--- config.mk ---
export PLATFORM = sky130hd
export DESIGN_NAME = axi_address_responder
export DESIGN_NICKNAME = d
export VERILOG_FILES = /design/src/rtl/axi_address_responder.sv
export SDC_FILE = /design/constraint.sdc
export NUM_CORES = 1
export LEC_CHECK = 0
export CAP_MARGIN = 20
export CORE_AREA = 2 2 138 100
export DETAILED_ROUTE_END_ITERATION = 10
export DIE_AREA = 0 0 140 102
export PLACE_DENSITY = 0.69
export SLEW_MARGIN = 20
export SYNTH_ARGS = -nofsm -noshare
export SYNTH_HDL_FRONTEND = slang
export SYNTH_SLANG_ARGS = --single-unit
--- constraint.sdc ---
create_clock -name clk -period 4.6 [get_ports clk]
set_input_delay 0.69 -clock clk [delete_from_list [all_inputs] [get_ports clk]]
set_output_delay 0.69 -clock clk [all_outputs]
set_load 0.1 [all_outputs]
--- src/rtl/axi_address_responder.sv ---
// AXI address-channel responder: accepts one AR/AW request at a time and
// walks its burst, presenting one address per beat to a data channel.
// Optional WRAP burst support is built only when AXI_WRAP_BURST_EN is defined;
// otherwise WRAP requests are flagged as errors and use FIXED addressing.
module axi_address_responder #(
    parameter int unsigned DATA_BYTES_LOG2 = 2
) (
    input  logic        clk,
    input  logic        resetn,
    input  logic [3:0]  AxID,
    input  logic [31:0] AxADDR,
    input  logic [7:0]  AxLEN,
    input  logic [2:0]  AxSIZE,
    input  logic [1:0]  AxBURST,
    input  logic        AxVALID,
    output logic        AxREADY,
    output logic        beat_valid,
    input  logic        beat_ready,
    output logic [31:0] beat_addr,
    output logic [3:0]  beat_id,
    output logic [7:0]  beat_count,
    output logic        beat_last,
    output logic        beat_error,
    output logic [1:0]  current_state_out
);

    localparam int unsigned AW = 32;
    localparam int unsigned LW = 8;
    localparam int unsigned IW = 4;

    typedef enum logic [1:0] {
        ST_RESET = 2'b00,
        ST_IDLE  = 2'b01,
        ST_BURST = 2'b10
    } state_e;

    typedef enum logic [1:0] {
        AM_FIXED = 2'b00,
        AM_INCR  = 2'b01,
        AM_WRAP  = 2'b10
    } addr_mode_e;

    state_e       state_q, state_d;
    logic         ready_q, ready_d;
    logic         valid_q, valid_d;
    logic [AW-1:0] addr_q, addr_d;
    logic [IW-1:0] id_q, id_d;
    logic [LW-1:0] count_q, count_d;
    logic [LW-1:0] len_q, len_d;
    logic [2:0]    size_q, size_d;
    logic          last_q, last_d;
    logic          err_q, err_d;
    addr_mode_e    mode_q, mode_d;
`ifdef AXI_WRAP_BURST_EN
    logic [AW-1:0] wrap_mask_q, wrap_mask_d;
`endif

    // Request-side decode: size mask, INCR last-beat address and error flag
    logic [AW-1:0] req_size_mask_c;
    logic [AW-1:0] req_incr_last_c;
    logic          req_page_cross_c;
    logic          req_size_err_c;
    logic          req_err_c;
    addr_mode_e    req_mode_c;
`ifdef AXI_WRAP_BURST_EN
    logic          req_wrap_len_ok_c;
    logic          req_wrap_aligned_c;
    logic [AW-1:0] req_wrap_mask_c;
`endif

    // Classify the incoming request and pick its addressing mode
    always_comb begin
        req_size_mask_c  = (AW'(1) << AxSIZE) - AW'(1);
        req_incr_last_c  = (AxADDR & ~req_size_mask_c) + (AW'(AxLEN) << AxSIZE);
        req_page_cross_c = ((AxADDR ^ req_incr_last_c) & 32'hFFFF_F000) != AW'(0);
        req_size_err_c   = 32'(AxSIZE) > DATA_BYTES_LOG2;
        req_err_c        = 1'b1;
        req_mode_c       = AM_FIXED;
`ifdef AXI_WRAP_BURST_EN
        req_wrap_len_ok_c  = (AxLEN == 8'd1) || (AxLEN == 8'd3) ||
                             (AxLEN == 8'd7) || (AxLEN == 8'd15);
        req_wrap_aligned_c = (AxADDR & req_size_mask_c) == AW'(0);
        req_wrap_mask_c    = ((AW'(AxLEN) + AW'(1)) << AxSIZE) - AW'(1);
`endif
        case (AxBURST)
            2'b00: req_err_c = req_size_err_c;
            2'b01: begin
                req_err_c  = req_size_err_c || req_page_cross_c;
                req_mode_c = AM_INCR;
            end
`ifdef AXI_WRAP_BURST_EN
            2'b10: begin
                req_err_c = req_size_err_c || !req_wrap_len_ok_c || !req_wrap_aligned_c;
                if (req_wrap_len_ok_c && req_wrap_aligned_c) begin
                    req_mode_c = AM_WRAP;
                end
            end
`endif
            default: req_err_c = 1'b1;
        endcase
    end

    // Address of the beat following the current one
    logic [AW-1:0] beat_incr_c;
    logic [AW-1:0] next_addr_c;

    always_comb begin
        beat_incr_c = AW'(1) << size_q;
        next_addr_c = addr_q;
        case (mode_q)
            AM_INCR: next_addr_c = (addr_q & ~(beat_incr_c - AW'(1))) + beat_incr_c;
`ifdef AXI_WRAP_BURST_EN
            AM_WRAP: next_addr_c = (addr_q & ~wrap_mask_q) |
                                   ((addr_q + beat_incr_c) & wrap_mask_q);
`endif
            default: next_addr_c = addr_q;
        endcase
    end

    // Next-state and next-output logic
    always_comb begin
        state_d = state_q;
        addr_d  = addr_q;
        id_d    = id_q;
        count_d = count_q;
        len_d   = len_q;
        size_d  = size_q;
        last_d  = last_q;
        err_d   = err_q;
        mode_d  = mode_q;
`ifdef AXI_WRAP_BURST_EN
        wrap_mask_d = wrap_mask_q;
`endif
        case (state_q)
            ST_RESET: state_d = ST_IDLE;
            ST_IDLE: begin
                if (AxVALID && ready_q) begin
                    state_d = ST_BURST;
                    addr_d  = AxADDR;
                    id_d    = AxID;
                    count_d = '0;
                    len_d   = AxLEN;
                    size_d  = AxSIZE;
                    last_d  = (AxLEN == 8'd0);
                    err_d   = req_err_c;
                    mode_d  = req_mode_c;
`ifdef AXI_WRAP_BURST_EN
                    wrap_mask_d = req_wrap_mask_c;
`endif
                end
            end
            ST_BURST: begin
                if (valid_q && beat_ready) begin
                    if (last_q) begin
                        state_d = ST_IDLE;
                    end else begin
                        count_d = count_q + 8'd1;
                        last_d  = (count_q + 8'd1) == len_q;
                        addr_d  = next_addr_c;
                    end
                end
            end
            default: state_d = ST_RESET;
        endcase
        ready_d = (state_d == ST_IDLE);
        valid_d = (state_d == ST_BURST);
    end

    // State and output registers
    always_ff @(posedge clk or negedge resetn) begin
        if (!resetn) begin
            state_q <= ST_RESET;
            ready_q <= 1'b0;
            valid_q <= 1'b0;
            addr_q  <= '0;
            id_q    <= '0;
            count_q <= '0;
            len_q   <= '0;
            size_q  <= '0;
            last_q  <= 1'b0;
            err_q   <= 1'b0;
            mode_q  <= AM_FIXED;
`ifdef AXI_WRAP_BURST_EN
            wrap_mask_q <= '0;
`endif
        end else begin
            state_q <= state_d;
            ready_q <= ready_d;
            valid_q <= valid_d;
            addr_q  <= addr_d;
            id_q    <= id_d;
            count_q <= count_d;
            len_q   <= len_d;
            size_q  <= size_d;
            last_q  <= last_d;
            err_q   <= err_d;
            mode_q  <= mode_d;
`ifdef AXI_WRAP_BURST_EN
            wrap_mask_q <= wrap_mask_d;
`endif
        end
    end

    assign AxREADY           = ready_q;
    assign beat_valid        = valid_q;
    assign beat_addr         = addr_q;
    assign beat_id           = id_q;
    assign beat_count        = count_q;
    assign beat_last         = last_q;
    assign beat_error        = err_q;
    assign current_state_out = state_q;

endmodule
# Word-level counts from Yosys, hierarchy flattened
# Index checks and enable logic that the tools add are counted.
# W data, S select, Z words.
dict set report word_totals {
  register_bits 63
  inputBits 53
  output_inout_bits 50
}
dict set report classes {
  n_addsub 5
  n_lt_le_gt_ge 1
  eq_ne 11
  shifts 3
  mux 19
  bitwise_logic 5
  n_reduce_logical 12
}
# operator count
set op_table {}
lappend op_table {{$mux W32} 4}
lappend op_table {{$add A32 B32 Y32} 2}
lappend op_table {{$and A32 B32 Y32} 2}
lappend op_table {{$not A32 Y32} 2}
lappend op_table {{$pmux W32 S2} 1}
lappend op_table {{$shl A1 B3 Y32 const A} 2}
lappend op_table {{$reduce_bool A32 Y1} 1}
lappend op_table {{$shl A8 B3 Y32} 1}
lappend op_table {{$sub A32 B1 Y32 const B} 1}
lappend op_table {{$sub A32 B2 Y32 const B} 1}
lappend op_table {{$xor A32 B32 Y32} 1}
lappend op_table {{$mux W8} 3}
lappend op_table {{$pmux W8 S2} 1}
lappend op_table {{$add A8 B1 Y8 const B} 1}
lappend op_table {{$eq A2 B1 Y1 const B} 4}
lappend op_table {{$eq A8 B8 Y1} 1}
lappend op_table {{$logic_not A8 Y1} 1}
lappend op_table {{$mux W2} 3}
lappend op_table {{$ne A2 B2 Y1 const B} 3}
lappend op_table {{$pmux W2 S3} 1}
lappend op_table {{$reduce_and A5 Y1} 1}
lappend op_table {{$eq A2 B2 Y1 const B} 2}
lappend op_table {{$logic_not A2 Y1} 2}
lappend op_table {{$mux W1} 4}
lappend op_table {{9 further kinds} 11}

# Logic depth before layout (Yosys ltp)
dict set report depth {
  word_depth 9
  depth_mapped 15
  ltp_nobuf 14
}

# Worst setup path after synthesis
# Ideal clock, no wire load.
dict set report synth_timing {
  path_type {input to register}
  start {input port AxSIZE[1]}
  end {register err_q, in the netlist beat_error}
  t_arrival_ps 3513
  required_time_ps 4474
  path_slack_ps 961
  path_stages 14
  cell_sequence {clkbuf_1 clkbuf_1 nand3_1 ha_1 and2_1 ha_1 nand4_1 nor4_1 a21oi_1 a21oi_1 nor3_1 a211o_1 a211oi_1 a21oi_1}
}
dict set report synth_between {
  elab_chain_len 9
  word_cells_on_any_way 11
  classes_between {2 x add/sub; 1 x order compare; 2 x shift; 1 x mux; 3 x bitwise; 2 x reduce/logical}
}
# element line_no
set synth_rtl {}
lappend synth_rtl {{start, declared} 13} ;# input logic [2:0] AxSIZE,
lappend synth_rtl {{$shl A1 B3 Y32} 73} ;# req_size_mask_c = (AW'(1) << AxSIZE) - AW'(1);
lappend synth_rtl {{$sub A32 B2 Y32} 73}
lappend synth_rtl {{$not A32 Y32} 74} ;# req_incr_last_c = (AxADDR & ~req_size_mask_c) + (AW'(AxLEN) << AxSIZE);
lappend synth_rtl {{$and A32 B32 Y32} 74}
lappend synth_rtl {{$add A32 B32 Y32} 74}
lappend synth_rtl {{$xor A32 B32 Y32} 75} ;# req_page_cross_c = ((AxADDR ^ req_incr_last_c) & 32'hFFFF_F000) != AW'(0);
lappend synth_rtl {{$reduce_bool A32 Y1} 75}
lappend synth_rtl {{$logic_or A1 B1 Y1} 88} ;# req_err_c = req_size_err_c || req_page_cross_c;
lappend synth_rtl {{$pmux W1 S2 (*)} 85} ;# case (AxBURST)
lappend synth_rtl {{end signal, assigned} 196} ;# err_q <= err_d;
lappend synth_rtl {{end, declared} 52} ;# logic err_q, err_d;
# Mark *: on every way between the ends. The rest lies on a longest branch, timed or not.
# A chain may end at the register's enable or synchronous reset.

# Final worst setup path
# Ends and elaborated chain as after synthesis.

==> results.ini <==
[outcome]
run_status=finished, violations left
failed_checks=design-rule violations

[worst_setup_path]
crit_path_start_kind=input pin
cp-end-kind=register
arrival_time_at_the_worst_endpoint_ns=4.36
worstPathRequired_ns=4.82
critPathKind=in2reg
critical_path_peak_fanout=7

[clocking]
tritoncts_num_sinks=62
ctsHtreeMaxLevel=3
clkSlewWorstSetupHoldPaths_ns=0.06
post_cts_repair_setup_buffers=0
cts_made_buffers=9
clock_insertion_delay_at_the_later_pin_of_the_skew_report_ns=0.34
cts_hold_repair.buffers=0
tritoncts=done
clockRootBuffer=clkbuf_16
clockBufferDepth=2
cts_resized=0

[sta]
slew_viol_final=0
tightest_slew_ns=0.986
final.setup_skew_ns=0.0104
final-hold-violation-count=0
max_freq_ghz=0.242
finalSetupViolCount=0
grt_setup_unrepaired=no
timing.final.crit_share_pct=90.0
period_needed_ns=4.14
relSlewSlack_pct=34.0
tns_ns=0

[final_layout]
area_growth_pct=29.1
final_cell_area_sq_um=6520
fraction_of_layout_instances_using_a_drive_strength_above_1_pct=6.17
antenna-diode-count=0
layout.filler_cells=1213
design.final.nets=814

[routing]
detail_route.iter0.violations=517
sum_of_met3_wire_segment_lengths_after_detailed_routing_mm=1.36
wl_met2_mm=6.94
ant_nets=0
drt-vias-per-instance=5.96
top_layer_used=met4
post_drt_wl_per_cell_um=17.8
drtPass1Iterations=10
route.detailed.drc=10
detail_route.wirelength.met1_mm=7.74
route.final.wire_length_mm=16.2
vias=5438

[logic_synthesis]
synthesis.area_per_instance_sq_um=7.62
post_synth_most_frequent_cells=nand2_1, a21oi_1, dfrtp_1, o21ai_0
yosys.cell_types.count=64
synth_flop_type=dfrtp_1
yosys.cell_count.top_type=nand2_1
post-synth-top-area-fraction_pct=30.7
syn_nets=736
share_of_the_yosys_chip_area_belonging_to_registers_pct=30.7
async_reset_ff_share_pct=100
synth_top_cell_by_area=dfrtp_1
synthCells=663
synth_top_cells_by_area=dfrtp_1, nand2_1, a21oi_1, o21ai_0, ha_1
synth.yosys.warnings=0
synth_area_sq_um=5050
ys_ff_latch=62
synth_enable_flop_cells=0

[place]
port_buffers=102
place_congestion=0.911
placement.cell_area_sq_um=6190
detailedPlacementHpwl_mm=12.0

[floorplanning]
std_cell_rows=35
design.die.area_sq_um=14300
boundaryPins=103
floorplan.initialDensity_pct=39.1
floorplan.die.width_um=140
area_of_the_core_sq_um=12900
die-height_um=102

[pwr]
irDropWorstVdd_uv=494
power-per-cell-area_nw_per_um2=741
leakagePower_nw=2.74

[global_route]
number_of_global_route_vias_before_repair=5018
remaining_global_route_overflow=0
pin_count_of_the_biggest_net_entering_global_routing=35
grt_antenna_before_repair=0
grt_first_pass_wirelength_mm=26.0
grt_util_all_layers_pct=22.6

[run]
cap_viol_max_count=0

[hold_path]
hp-class=in2async

-- final timing paths --
check	endpoint	cells after the start	startpoint	slack [ns]
worst max-delay path	beat_error	13	AxSIZE[1]	0.46
worst min-delay path	beat_addr[28]	1	resetn	0.42
worst max register to register	beat_addr[31]	10	size_q[1]	0.71
worst min register to register	beat_id[2]	2	beat_id[2]	0.49
max in group asynchronous	len_q[1]	2	resetn	3.23
min in group clk	beat_id[2]	2	beat_id[2]	0.49
-- stage by stage --
stage	setup slack (ns)	util, %	total power, mW	hold slack, ns	instances
6_report	0.460	50.5	4.83	0.420	912
2_1_floorplan	0.961	-	3.29	0.394	663
4_1_cts	0.553	50.5	4.83	0.442	912
3_5_place_dp	0.233	47.9	4.05	0.474	896
5_1_grt	0.168	50.5	5.07	0.469	912
3_3_place_gp	0.402	47.9	4.00	0.458	896
-- registers in the layout (all words and copies together) (netlist names) --
signal and cells:
current_state_out 2, beat_addr 32, beat_last 1, beat_id 4, beat_count 8, len_q 8
AxREADY 1, size_q 3, beat_error 1, mode_q 1, beat_valid 1
-- metal layers --
metal / vias to the layer above / track usage, %
li1: 2575 / -
met1: 2591 / 32.5
met2: 255 / 35.1
met3: 17 / 4.50
met4: 0 / 5.91
met5: - / 0
-- kinds of logic after synthesis --
group           Yosys count  synth area share [%]
xor+xnor                 22                  3.81
flops                    62                  30.7
fa+ha+maj                20                  4.95
buf+inv                  68                  5.30
mux                      19                  3.89
compound gates          206                  25.3
simple gates            266                  26.0
-- final cells by class --
type	instances	area (sq um)	share of cell area [%]
inverters	18	67.6	1.04
clock buffers	9	225	3.45
multi-input cells	533	3240	49.6
clock inverters	7	104	1.59
well taps	166	208	3.18
flip-flops and latches	62	1550	23.8
repair buffers	117	1130	17.3
-- where the power goes --
part / switching (mW) / internal [mW] / total, mW / leakage [nW]
clock: 0.278 / 0.483 / 0.760 / 0.161
combinational: 2.13 / 0.836 / 2.97 / 1.82
sequential: 0.333 / 0.772 / 1.11 / 0.754
total: 2.74 / 2.09 / 4.83 / 2.74
-- placed cells by master, fill, tap and decap left out, types with 4 or more instances in the layout --
master,instances
mux2i_1,14
buf_4,15
xor2_1,8
nor3_1,11
nand3_1,22
o21ai_1,4
nand2_1,104
inv_6,4
nor2_1,39
nand4_1,15
a21boi_0,4
nand2b_1,10
a21o_1,5
clkdlybuf4s50_1,101
inv_1,17
a2bb2oi_1,4
dfrtp_1,62
o21ai_0,56
ha_1,20
nor4_1,5
o22ai_1,7
xnor2_1,14
a211oi_1,8
a21oi_1,63
clkbuf_16,9
nand4b_1,4
and2_1,8
nor2b_1,4
mux2_2,5
a31oi_1,11
nand3b_1,6
o211ai_1,6
a22oi_1,5
and3_1,24
-- worst max-delay path: stages --
cell and delay, ns:
clkdlybuf4s50_1 0.69, mux2_2 0.40, o21ai_0 0.35, mux2i_1 0.14, ha_1 0.35, nand4_1 0.16
nor4_1 0.35, a21oi_1 0.20, a21oi_1 0.33, nor3_1 0.09, a211o_1 0.29, a211oi_1 0.22
a21oi_1 0.10
Power figures use the tool's default switching activity.
==> edit: new RTL, config.mk and constraints unchanged <==
Re-encode `addr_mode_e` (3 values) as one-hot, 3 bits wide.
--- a/src/rtl/axi_address_responder.sv
+++ b/src/rtl/axi_address_responder.sv
@@ -36,6 +36,6 @@
 
-    typedef enum logic [1:0] {
-        AM_FIXED = 2'b00,
-        AM_INCR  = 2'b01,
-        AM_WRAP  = 2'b10
+    typedef enum logic [2:0] {
+        AM_FIXED = 3'b001,
+        AM_INCR  = 3'b010,
+        AM_WRAP  = 3'b100
     } addr_mode_e;
Function: same outputs for any inputs over 4 cycles, from zero or initial values and one cycle with resetn low; so few cycles prove little.
==> edit against the unedited design <==
The flow still finishes with violations (DRC). Synthesized cell count is 1.5% higher. Worst hold slack worse by 0.081 ns. Area after synthesis is 4.5% higher. Sequential cell count rose by 1. Cell area rose by 2.4%. Total power is 1.0% lower. Worst setup slack gained 0.30 ns. Die area is the same. Wire length is 7.4% higher. First-iteration DRC count rose by 6.4%.
==> edit: results (changes against the unedited design) <==
Synthesis
  – Number of library cell types mapped by synthesis: 77 (was 64)
  – Syn_nets: 746 (was 736)
  – Synth area leaders: dfrtp_1, nand2_1, ha_1 (was dfrtp_1, nand2_1, a21oi_1)
  – Top cell types by occurrence after synthesis: nand2_1, dfrtp_1, nor2_1, o21ai_0, a21oi_1 (was nand2_1, a21oi_1, dfrtp_1, o21ai_0)

Drt
  – Iter 0 DRT Violations: 550 (was 517)
  – Post-route DRC: 10 (unchanged)
  – Metal-1 WL: 8.40 mm (was 7.74 mm)
  – Routed length on met2: 7.49 mm (was 6.94 mm)
  – Vias per cell: 6.03 (was 5.96)
  – Wirelength per Cell: 19.0 um (was 17.8 um)
  – Metal3 WL: 1.30 mm (was 1.36 mm)

Status
  – Status: finished with violations (unchanged)
  – Failing checks: DRC (unchanged)

Pwr
  – Net Sw Power: 2.75 mW (was 2.74 mW)
  – Maximum vdd ir drop: 437 uV (was 494 uV)
  – Leakage power: 2.71 nW (was 2.74 nW)

Timing
  – Layout Skew: 0.00544 ns (was 0.0104 ns)
  – Slew Limit Headroom: 0.331 (was 0.340)

Placement
  – Post-DP HPWL: 12.7 mm (was 12.0 mm)
  – Routability cong.: 0.948 (was 0.911)

Critical path
  – Critical path fanouts, max: 11 (was 7)
  – CP arrival: 4.05 ns (was 4.36 ns)

Global routing
  – Tot GR Track Use: 0.246 (was 0.226)
  – Number of global-route vias before repair: 5197 (was 5018)
  – First-pass GRT wire length: 27.8 mm (was 26.0 mm)
  – Grt met3 use: 0.0534 (was 0.0450)
  – Maximum number of pins on one net before global-route repair: 44 (was 35)
  – Met1 global-route usage: 0.360 (was 0.325)

Final layout
  – Final nets: 821 (was 814)
[edit: final cells by class]
type                    count  area, um^2
flip-flops and latches     63        1580
well taps                 166         208
fillers                  1155        6240
inverters                  18        67.6
repair buffers            111        1080
clock inverters             7        72.6
clock buffers               9         225
multi-input cells         545        3440
[edit: final timing paths]
check | start | endpoint | slack (ns)
max in group asynchronous | resetn | mode_q[0] | 3.29
hold reg to reg | beat_id[1] | beat_id[1] | 0.48
setup reg to reg | size_q[0] | beat_addr[14] | 1.26
min in group clk | beat_id[1] | beat_id[1] | 0.48
setup / recovery | AxSIZE[1] | beat_error | 0.76
hold / removal | resetn | beat_addr[28] | 0.34
[edit: metrics by stage]
stage	instance area (um^2)	util	cells	worst slack [ns]	hold WS, ns
after floorplan	5280	-	673	1.24	0.394
after global placement	6380	0.494	903	0.589	0.465
after detailed placement	6380	0.494	903	0.518	0.465
after CTS	6680	0.517	919	0.846	0.350
after global routing	6680	0.517	919	0.511	0.359
final	6680	0.517	919	0.760	0.339
[edit: power by group through the flow]
| stage | logic [mW] | clock network [mW] | registers [mW] |
|---|---|---|---|
| after global routing | 3.11 | 0.732 | 1.20 |
| after detailed placement | 2.92 | 0 | 1.15 |
| final | 2.94 | 0.690 | 1.16 |
| after floorplan | 1.08 | 0 | 2.26 |
| after CTS | 2.93 | 0.701 | 1.15 |
| after global placement | 2.90 | 0 | 1.14 |
[edit: cell families (layout without fill, tap and decap cells)]
group / Yosys count / in the layout / synth area share
AND/OR/NAND/NOR: 296 / 296 / 0.284
XOR/XNOR: 19 / 19 / 0.0315
multiplexers: 16 / 16 / 0.0318
buffers and inverters: 65 / 145 / 0.0505
flip-flops: 63 / 63 / 0.299
AO/OA/AOI/OAI: 194 / 194 / 0.256
adder cells (fa/ha/maj): 20 / 20 / 0.0474
